`src/rtl/up_hazard_ctrl.sv`:
```
// Pipeline hazard controller: scoreboard-based forwarding select, load-use stall,
// taken-branch flush, halt/drain sequencing and a saturating stall counter.
`timescale 1ns/1ps
module up_hazard_ctrl #(
  parameter int RADDR = 3,
  parameter int NFWD  = 2,
  parameter int FSEL  = 2,
  parameter int CNTW  = 16
) (
  input  logic             Clk,
  input  logic             Rst,
  input  logic             id_valid,
  input  logic [RADDR-1:0] id_src1,
  input  logic [RADDR-1:0] id_src2,
  input  logic             id_use1,
  input  logic             id_use2,
  input  logic [RADDR-1:0] id_dest,
  input  logic             id_wen,
  input  logic             id_isload,
  input  logic             id_branch_taken,
  input  logic             id_halt,
  output logic             stall_o,
  output logic             bubble_o,
  output logic             flush_o,
  output logic [FSEL-1:0]  fwd1_sel,
  output logic [FSEL-1:0]  fwd2_sel,
  output logic             halted_o,
  output logic [CNTW-1:0]  stall_cnt
);

  typedef enum logic [1:0] {
    ST_RUN    = 2'd0,
    ST_DRAIN  = 2'd1,
    ST_HALTED = 2'd2
  } state_t;

  typedef struct packed {
    logic             valid;
    logic             wen;
    logic             isload;
    logic [RADDR-1:0] dest;
  } sb_entry_t;

  localparam logic [CNTW-1:0] CNT_MAX = '1;

  state_t          state_q, state_d;
  sb_entry_t       sb_q [NFWD];
  sb_entry_t       sb_d [NFWD];
  logic [CNTW-1:0] cnt_q, cnt_d;

  logic [NFWD-1:0] match1;
  logic [NFWD-1:0] match2;
  logic [NFWD-1:0] valid_vec;
  logic            sb_empty;
  logic            loaduse;
  logic [FSEL-1:0] fwd1_raw;
  logic [FSEL-1:0] fwd2_raw;
  logic            issue;
  logic            stall_int;
  logic            flush_int;
  logic            halted_int;

  // Per-entry source match; register 0 never forwards.
  genvar gi;
  generate
    for (gi = 0; gi < NFWD; gi++) begin : g_match
      assign match1[gi] = sb_q[gi].valid & sb_q[gi].wen &
                          (sb_q[gi].dest == id_src1) & (id_src1 != '0) & id_use1;
      assign match2[gi] = sb_q[gi].valid & sb_q[gi].wen &
                          (sb_q[gi].dest == id_src2) & (id_src2 != '0) & id_use2;
      assign valid_vec[gi] = sb_q[gi].valid;
    end
  endgenerate

  assign sb_empty = ~|valid_vec;
  assign loaduse  = id_valid & (match1[0] | match2[0]) & sb_q[0].isload;

  // Youngest matching writer wins: scan oldest-first so the lowest index lands last.
  always_comb begin
    fwd1_raw = '0;
    fwd2_raw = '0;
    for (int k = NFWD - 1; k >= 0; k--) begin
      if (match1[k]) fwd1_raw = FSEL'(k + 1);
      if (match2[k]) fwd2_raw = FSEL'(k + 1);
    end
  end

  always_comb begin
    state_d    = state_q;
    stall_int  = 1'b0;
    flush_int  = 1'b0;
    halted_int = 1'b0;
    issue      = 1'b0;
    case (state_q)
      ST_RUN: begin
        stall_int = loaduse;
        issue     = id_valid & ~loaduse;
        // A HALT that also resolved a taken branch does not flush.
        flush_int = id_valid & id_branch_taken & ~loaduse & ~id_halt;
        if (id_valid & id_halt & ~loaduse) state_d = ST_DRAIN;
      end
      ST_DRAIN: begin
        stall_int = 1'b1;
        if (sb_empty) state_d = ST_HALTED;
      end
      ST_HALTED: begin
        stall_int  = 1'b1;
        halted_int = 1'b1;
      end
      default: state_d = ST_RUN;
    endcase
  end

  always_comb begin
    sb_d[0] = '0;
    if (issue) begin
      sb_d[0].valid  = 1'b1;
      sb_d[0].wen    = id_wen;
      sb_d[0].isload = id_isload;
      sb_d[0].dest   = id_dest;
    end
    for (int k = 1; k < NFWD; k++) begin
      sb_d[k] = sb_q[k-1];
    end
  end

  always_comb begin
    cnt_d = cnt_q;
    if ((state_q == ST_RUN) && loaduse && (cnt_q != CNT_MAX)) begin
      cnt_d = cnt_q + CNTW'(1);
    end
  end

  always_ff @(posedge Clk or negedge Rst) begin
    if (!Rst) begin
      state_q <= ST_RUN;
      cnt_q   <= '0;
      for (int k = 0; k < NFWD; k++) begin
        sb_q[k] <= '0;
      end
    end else begin
      state_q <= state_d;
      cnt_q   <= cnt_d;
      for (int k = 0; k < NFWD; k++) begin
        sb_q[k] <= sb_d[k];
      end
    end
  end

  // Control outputs are held low for as long as reset is asserted.
  assign stall_o   = Rst & stall_int;
  assign bubble_o  = Rst & stall_int;
  assign flush_o   = Rst & flush_int;
  assign halted_o  = Rst & halted_int;
  assign fwd1_sel  = Rst ? fwd1_raw : '0;
  assign fwd2_sel  = Rst ? fwd2_raw : '0;
  assign stall_cnt = cnt_q;

endmodule

```
`config.mk`:
```
export PLATFORM = sky130hd
export DESIGN_NAME = up_hazard_ctrl
export DESIGN_NICKNAME = d
export VERILOG_FILES = /design/src/rtl/up_hazard_ctrl.sv
export SDC_FILE = /design/constraint.sdc
export NUM_CORES = 1
export LEC_CHECK = 0
export ABC_AREA = 0
export BUFFER_PORTS_ARGS = -buffer_cell sky130_fd_sc_hd__buf_2
export CAP_MARGIN = 0
export CORE_UTILIZATION = 50
export DETAILED_ROUTE_END_ITERATION = 8
export GPL_ROUTABILITY_DRIVEN = 0
export PLACE_DENSITY = 0.75
export SLEW_MARGIN = 20
export SYNTH_ARGS = -nofsm -noshare
export SYNTH_HDL_FRONTEND = slang
export SYNTH_SLANG_ARGS = --single-unit
```
`constraint.sdc`:
```
create_clock -name Clk -period 4.3 [get_ports Clk]
set_input_delay 1.29 -clock Clk [delete_from_list [all_inputs] [get_ports Clk]]
set_output_delay 1.29 -clock Clk [all_outputs]
set_load 0.03 [all_outputs]
```
==> summary.txt, run 1 <==
Clock network
  – CTS Sinks: 29
  – CTS tree: done
  – Clock Tree Buf Depth: 2
  – CTS buffer count: 5
  – Cts-stage hold buffer count: 0
  – H-tree Lvls: 2
  – Clock Latency Late Sink: 0.33 ns
  – CTS clk-pin slew, worst paths: 0.09 ns
  – CTS root buffer: clkbuf_4

Yosys
  – Yosys Warn Count: 0
  – Syn Std Cell Area: 0.00160 mm2
  – EDFF count, synth: 0
  – Seq/Total Area, Yosys: 45.4%
  – Post-synth cell types: 34
  – Yosys top cell area share: 45.4%
  – Post-Syn Instances: 152
  – Mean post-synth cell area: 10.5 um2
  – Synth async-reset ratio: 100%
  – Dominant cell type by area after synthesis: dfrtp_1
  – Ranking of synthesized cells by area: dfrtp_1, xnor2_1, nand4_1, and3_1, ha_1
  – Synth Register Bits: 29
  – Synthesized net count: 175
  – Post-synth top flop: dfrtp_1

Setup path
  – CP Capture Type: output port
  – Critical Path AT: 2.90 ns
  – Req. time, crit path: 3.01 ns
  – Crit-path max FO: 4
  – WS Path Type: in -> out
  – CP startpoint kind: input pin

Floorplanning
  – Core region area: 0.00305 mm2
  – Initial Util: 52.3%
  – Die span in x: 58.5 um
  – Die footprint: 0.00343 mm2
  – Row cnt: 20
  – Boundary pin count: 42
  – Die height: 58.5 um

Outcome
  – Status: finished, violations left
  – Failing checks: DRC

Routing
  – Vias per Instance: 5.45
  – # DRC: 1
  – 1st-pass router iterations: 6
  – Vias: 1341
  – DRT antenna net count: 0
  – Total Wirelength: 3520 um
  – Wire length per cell: 14.3 um
  – Iteration-0 DRC count of the detailed router: 67

Timing
  – Final hold violation count: 0
  – Setup Skew: 0.00643 ns
  – Crit path time final: 4.19 ns
  – Max Clk Rate: 239 MHz
  – Slew margin rel.: 70.2%
  – Period utilization: 97.5%
  – Final Setup Violations: 0
  – Worst slew pin tran: 0.442 ns
  – Setup TNS: 0 ns
  – RSZ-0062 raised after global routing: no
  – Final Max Slew Viols: 0

Layout
  – Layout cells sized above 1: 31.7%
  – Final Net Count: 224
  – Synth-to-layout area growth: 20.5%
  – Final core utilization: 63.1%
  – N_diodes: 0

Pwr
  – Tot Pwr: 0.000704 W
  – Leak: 0.958 nW
  – VDD IR-drop max: 0.178 mV
  – Power Density: 365 mW/mm2

Placement
  – Final HPWL DP: 2600 um
  – Port-buffer cells: 41

GRT
  – Vias in the first global route: 1294
  – First-pass GRT wire length: 5720 um
  – Tot GR Track Use: 22.8%
  – Grt ovf: 0
  – Initial antenna violation count: 0
  – Largest net degree at the start of global routing: 23

Worst hold path
  – Hold Crit Class: reg -> reg

Job
  – Total of max-cap violations: 0
## cell type report
type / instances / area (um2)
fill: 276 / 1130
multi-input combinational: 113 / 820
sequential: 29 / 726
timing repair buffer: 47 / 255
tap: 44 / 55.1
clock buffer: 6 / 41.3
inverter: 5 / 18.8
clock inverter: 2 / 10.0
## per-stage QoR
step | cell area (um2) | hold WS (ns) | setup WS [ns] | std cells
after floorplan | 1610 | 0.374 | -0.0340 | 152
after global placement | 1870 | 0.410 | 0.135 | 238
after detailed placement | 1870 | 0.408 | 0.0675 | 238
after CTS | 1920 | 0.430 | 0.0541 | 246
after global routing | 1930 | 0.442 | 0.0471 | 246
final | 1930 | 0.431 | 0.108 | 246
## registers in the layout, summed over array words and instances (netlist names)
register / cells
stall_cnt: 16
state_q: 2
sb_d: 6
sb_q: 5
## power by group
| part | total [W] | internal, W | switching (W) |
|---|---|---|---|
| logic | 0.000210 | 0.0000915 | 0.000118 |
| clock network | 0.000156 | 0.0000621 | 0.0000936 |
| registers | 0.000338 | 0.000303 | 0.0000356 |
| total | 0.000704 | 0.000456 | 0.000247 |
## path summary, 6_finish.rpt
kind | start | cells past startpoint | to | slack (ns)
setup / recovery | id_src1[0] | 8 | stall_o | 0.11
hold / removal | sb_d[4] | 0 | sb_q[4] | 0.43
setup reg to reg | sb_d[2] | 7 | stall_cnt[1] | 1.98
hold reg to reg | sb_d[4] | 0 | sb_q[4] | 0.43
max in group asynchronous | Rst | 2 | stall_cnt[0] | 2.88
min in group asynchronous | Rst | 1 | sb_d[0] | 0.83
## timing repair
item	4_1_cts	5_1_grt
setup buffers	0	0
gates resized for setup	0	3
endpoints found under the setup margin	0	2
hold endpoints to repair	0	0
## routing by layer
metal	share of wire (%)	vias to the layer above	routed length, um	track usage [%]
li1	-	639	-	-
met1	41	649	1440	26.6
met2	52	43	1820	38.8
met3	5.1	10	179	7.03
met4	2.1	0	75	10.5
met5	0	-	0	0
## synth_stat cells, drive strengths merged, types with 2 or more instances
cell type  number
dfrtp          29
xnor2          21
nand4          14
and3           11
and2            9
nand3           9
a21oi           8
nand2           8
buf             5
ha              5
inv             5
nor2            5
a211o           2
a41oi           2
mux2            2
mux2i           2
nor3            2
nor4            2
or3b            2
## placed cells by master (no fill, tap or decap)
| cell | synthesis | routed |
|---|---|---|
| and4b_1 | 1 | 1 |
| nand4_1 | 14 | 14 |
| and2_2 | 1 | 1 |
| clkinv_2 | 0 | 2 |
| mux2i_1 | 2 | 2 |
| a41oi_1 | 2 | 2 |
| nand2b_1 | 1 | 1 |
| nor3_1 | 2 | 2 |
| nor4_1 | 2 | 2 |
| a21oi_2 | 2 | 3 |
| nor2_1 | 5 | 5 |
| and3_1 | 11 | 11 |
| a21oi_1 | 6 | 5 |
| inv_1 | 5 | 5 |
| clkbuf_1 | 0 | 1 |
| buf_2 | 1 | 39 |
| clkbuf_4 | 0 | 7 |
| nor3b_4 | 0 | 1 |
| dfrtp_1 | 29 | 29 |
| nand4b_1 | 1 | 1 |
| and2_1 | 8 | 8 |
| or3b_1 | 2 | 2 |
| a211o_1 | 2 | 2 |
| buf_4 | 2 | 6 |
| or2_4 | 0 | 1 |
| ha_1 | 5 | 5 |
| nand3_1 | 7 | 7 |
| nor2b_1 | 1 | 1 |
| mux2_4 | 2 | 2 |
| o21ai_0 | 1 | 1 |
| nand2_1 | 8 | 8 |
| nand3_2 | 2 | 2 |
| a31oi_1 | 1 | 1 |
| and4_1 | 1 | 1 |
| xnor2_1 | 21 | 21 |
## kinds of logic (layout without fill, tap and decap cells)
family	count (synthesis)	in the layout	synth area share (%)
AND/OR/NAND/NOR	69	69	26.1
buffers and inverters	10	60	4.07
flip-flops	29	29	45.4
XOR/XNOR	21	21	11.5
adder cells (fa/ha/maj)	5	5	3.92
multiplexers	4	4	3.13
AO/OA/AOI/OAI	14	14	5.87
## critical path: stages
cell      delay, ns
buf_2          0.13
or3b_1         0.36
a211o_1        0.27
a21oi_2        0.20
or2_4          0.17
a21oi_2        0.07
nor3b_4        0.20
clkbuf_4       0.21
Power figures use the tool's default switching activity.
==> run 2: changes to the inputs <==
CORE_UTILIZATION = 47   (was 50)
PLACE_DENSITY = 0.74   (was 0.75)
clock period = 3.4 ns   (was 4.3 ns; I/O delays follow)
==> summary.txt, run 2 (synthesized netlist as in run 1, its figures left out) <==
Setup path
  – CP Capture Type: output port (unchanged)
  – Req. time, crit path: 2.38 ns (was 3.01 ns)
  – Flop2flop setup slack: 1.14 ns (was 1.98 ns)
  – Worst reg2reg path depth: 7 (unchanged)
  – Critical Path AT: 2.51 ns (was 2.90 ns)
  – WS Path Type: in -> out (unchanged)
  – Crit-path max FO: 4 (unchanged)
  – Worst R2R End: stall_cnt[1] (unchanged)
  – CP startpoint kind: input pin (unchanged)
  – Critical R2R Launch: sb_d[2] (unchanged)

Floorplanning
  – Core region area: 0.00313 mm2 (was 0.00305 mm2)
  – Die span in x: 60.3 um (was 58.5 um)
  – Boundary pin count: 42 (unchanged)
  – Initial Util: 51.1% (was 52.3%)
  – Die footprint: 0.00364 mm2 (was 0.00343 mm2)
  – Die height: 60.3 um (was 58.5 um)
  – Row cnt: 20 (unchanged)

Job
  – Total of max-cap violations: 0 (unchanged)

Pwr
  – Leak: 0.991 nW (was 0.958 nW)
  – Tot Pwr: 0.000916 W (was 0.000704 W)
  – VDD IR-drop max: 0.403 mV (was 0.178 mV)
  – Power Density: 457 mW/mm2 (was 365 mW/mm2)

Timing
  – Period utilization: 104%
  – Worst slew pin tran: 0.455 ns (was 0.442 ns)
  – Final hold violation count: 0 (unchanged)
  – Final Max Slew Viols: 0 (unchanged)
  – Final Setup Violations: 3 (was 0)
  – PnR worst setup slack: -0.132 ns (was 0.108 ns)
  – Max Clk Rate: 283 MHz
  – Setup Skew: 0.0103 ns (was 0.00643 ns)
  – Slew margin rel.: 69.3% (was 70.2%)
  – Crit path time final: 3.53 ns
  – RSZ-0062 raised after global routing: yes (was no)
  – Setup TNS: -0.396 ns (was 0 ns)

Clock network
  – CTS buffer count: 5 (unchanged)
  – Clock Latency Late Sink: 0.32 ns (was 0.33 ns)
  – CTS clk-pin slew, worst paths: 0.08 ns (was 0.09 ns)
  – CTS root buffer: clkbuf_4 (unchanged)
  – Clock Tree Buf Depth: 2 (unchanged)
  – CTS Sinks: 29 (unchanged)
  – H-tree Lvls: 2 (unchanged)
  – CTS tree: done (unchanged)

Routing
  – Total Wirelength: 3270 um (was 3520 um)
  – # DRC: 0 (was 1)
  – Vias per Instance: 5.44 (was 5.45)
  – 1st-pass router iterations: 4 (was 6)
  – DRT antenna net count: 0 (unchanged)
  – Vias: 1360 (was 1341)
  – Wire length per cell: 13.1 um (was 14.3 um)
  – Iteration-0 DRC count of the detailed router: 83 (was 67)

GRT
  – Grt ovf: 0 (unchanged)
  – Largest net degree at the start of global routing: 18 (was 23)
  – Vias in the first global route: 1245 (was 1294)
  – First-pass GRT wire length: 5480 um (was 5720 um)
  – Tot GR Track Use: 20.7% (was 22.8%)
  – Initial antenna violation count: 0 (unchanged)

Outcome
  – Status: finished, violations left (unchanged)
  – Failing checks: setup timing (was DRC)

Layout
  – Layout cells sized above 1: 33.5% (was 31.7%)
  – Final Net Count: 229 (was 224)
  – Max reg flops: 16 (unchanged)
  – Post-route insts no fill: 250 (was 246)
  – N_diodes: 0 (unchanged)
  – Most common cell after layout, fill and taps aside: buf_2 (unchanged)
  – Synth-to-layout area growth: 25.5% (was 20.5%)
  – # fillers: 264 (was 276)
  – Final core utilization: 64.1% (was 63.1%)
  – Most frequent cells in the layout: buf_2, dfrtp_1, xnor2_1 (unchanged)
  – Post-route cell area: 0.00200 mm2 (was 0.00193 mm2)

Placement
  – Final HPWL DP: 2470 um (was 2600 um)
  – Placed cell count: 242 (was 238)
  – Area post-placement: 0.00191 mm2 (was 0.00187 mm2)
  – Port-buffer cells: 41 (unchanged)

Worst hold path
  – Hold worst-path end: sb_q[4] (unchanged)
  – Worst hold start: sb_d[4] (unchanged)
  – WHS Path Cells: 0 (unchanged)
  – Hold Crit Class: reg -> reg (unchanged)
-- run 2: cell count changes in the layout (fill, tap and decap cells not counted) --
cell / before / now
and4b_2: 0 / 1
a21oi_4: 0 / 1
buf_4: 6 / 12
buf_6: 0 / 5
and4b_1: 1 / 0
clkinv_2: 2 / 0
buf_2: 39 / 35
clkbuf_4: 7 / 5
clkbuf_8: 0 / 1
a21oi_2: 3 / 2
-- run 2: critical path: stages --
cell and delay, ns:
buf_6 0.09, or3b_1 0.34, a211o_1 0.27, a21oi_2 0.18
or2_4 0.18, a21oi_4 0.06, nor3b_4 0.21, buf_6 0.16
-- run 2: where the power goes --
group          total [W]  leakage, nW  internal (W)  switching (W)
sequential      0.000424        0.391      0.000383      0.0000410
combinational   0.000285        0.568      0.000133       0.000152
clock           0.000207       0.0314     0.0000974       0.000109
total           0.000916        0.991      0.000614       0.000302
-- run 2: worst max-delay path by stage --
stage	start	end	slack (ns)	depth (start not counted)
2_1_floorplan	id_src2[2]	stall_o	-0.39	9
3_3_place_gp	id_src1[2]	bubble_o	-0.25	8
3_5_place_dp	id_src1[2]	bubble_o	-0.26	8
4_1_cts	id_src1[2]	bubble_o	-0.13	8
5_1_grt	id_src1[2]	stall_o	-0.21	8
6_report	id_src1[2]	bubble_o	-0.13	8
-- run 2: layout make-up --
cell class	count	area, um2	share of cell area [%]
Clock buffer	7	55.1	2.75
Inverter	5	18.8	0.936
Multi-Input combinational cell	113	828	41.3
Sequential cell	29	726	36.2
Tap cell	44	55.1	2.75
Timing Repair Buffer	52	322	16.0
-- run 2: routing by layer --
layer  GRT usage (%)  routed length (um)  vias to the layer above
met5               0                   0                        -
met4            9.97                  42                        0
met3            5.41                 143                        5
met2            33.3                1650                       40
met1            25.9                1440                      661
li1                -                   -                      654
-- run 2: timing repair --
| action | in CTS | in global routing |
|---|---|---|
| setup endpoints to repair | 3 | 4 |
| gates cloned | 0 | 0 |
| buffers inserted | 1 | 0 |
| hold buffers | 0 | 0 |
| gates resized for setup | 8 | 3 |
| pin swaps | 3 | 0 |
-- run 2: metrics by stage --
| stage | hold WS (ns) | setup WS [ns] |
|---|---|---|
| 2_1_floorplan | 0.374 | -0.391 |
| 3_3_place_gp | 0.398 | -0.247 |
| 3_5_place_dp | 0.394 | -0.261 |
| 4_1_cts | 0.413 | -0.134 |
| 5_1_grt | 0.426 | -0.208 |
| 6_report | 0.412 | -0.132 |
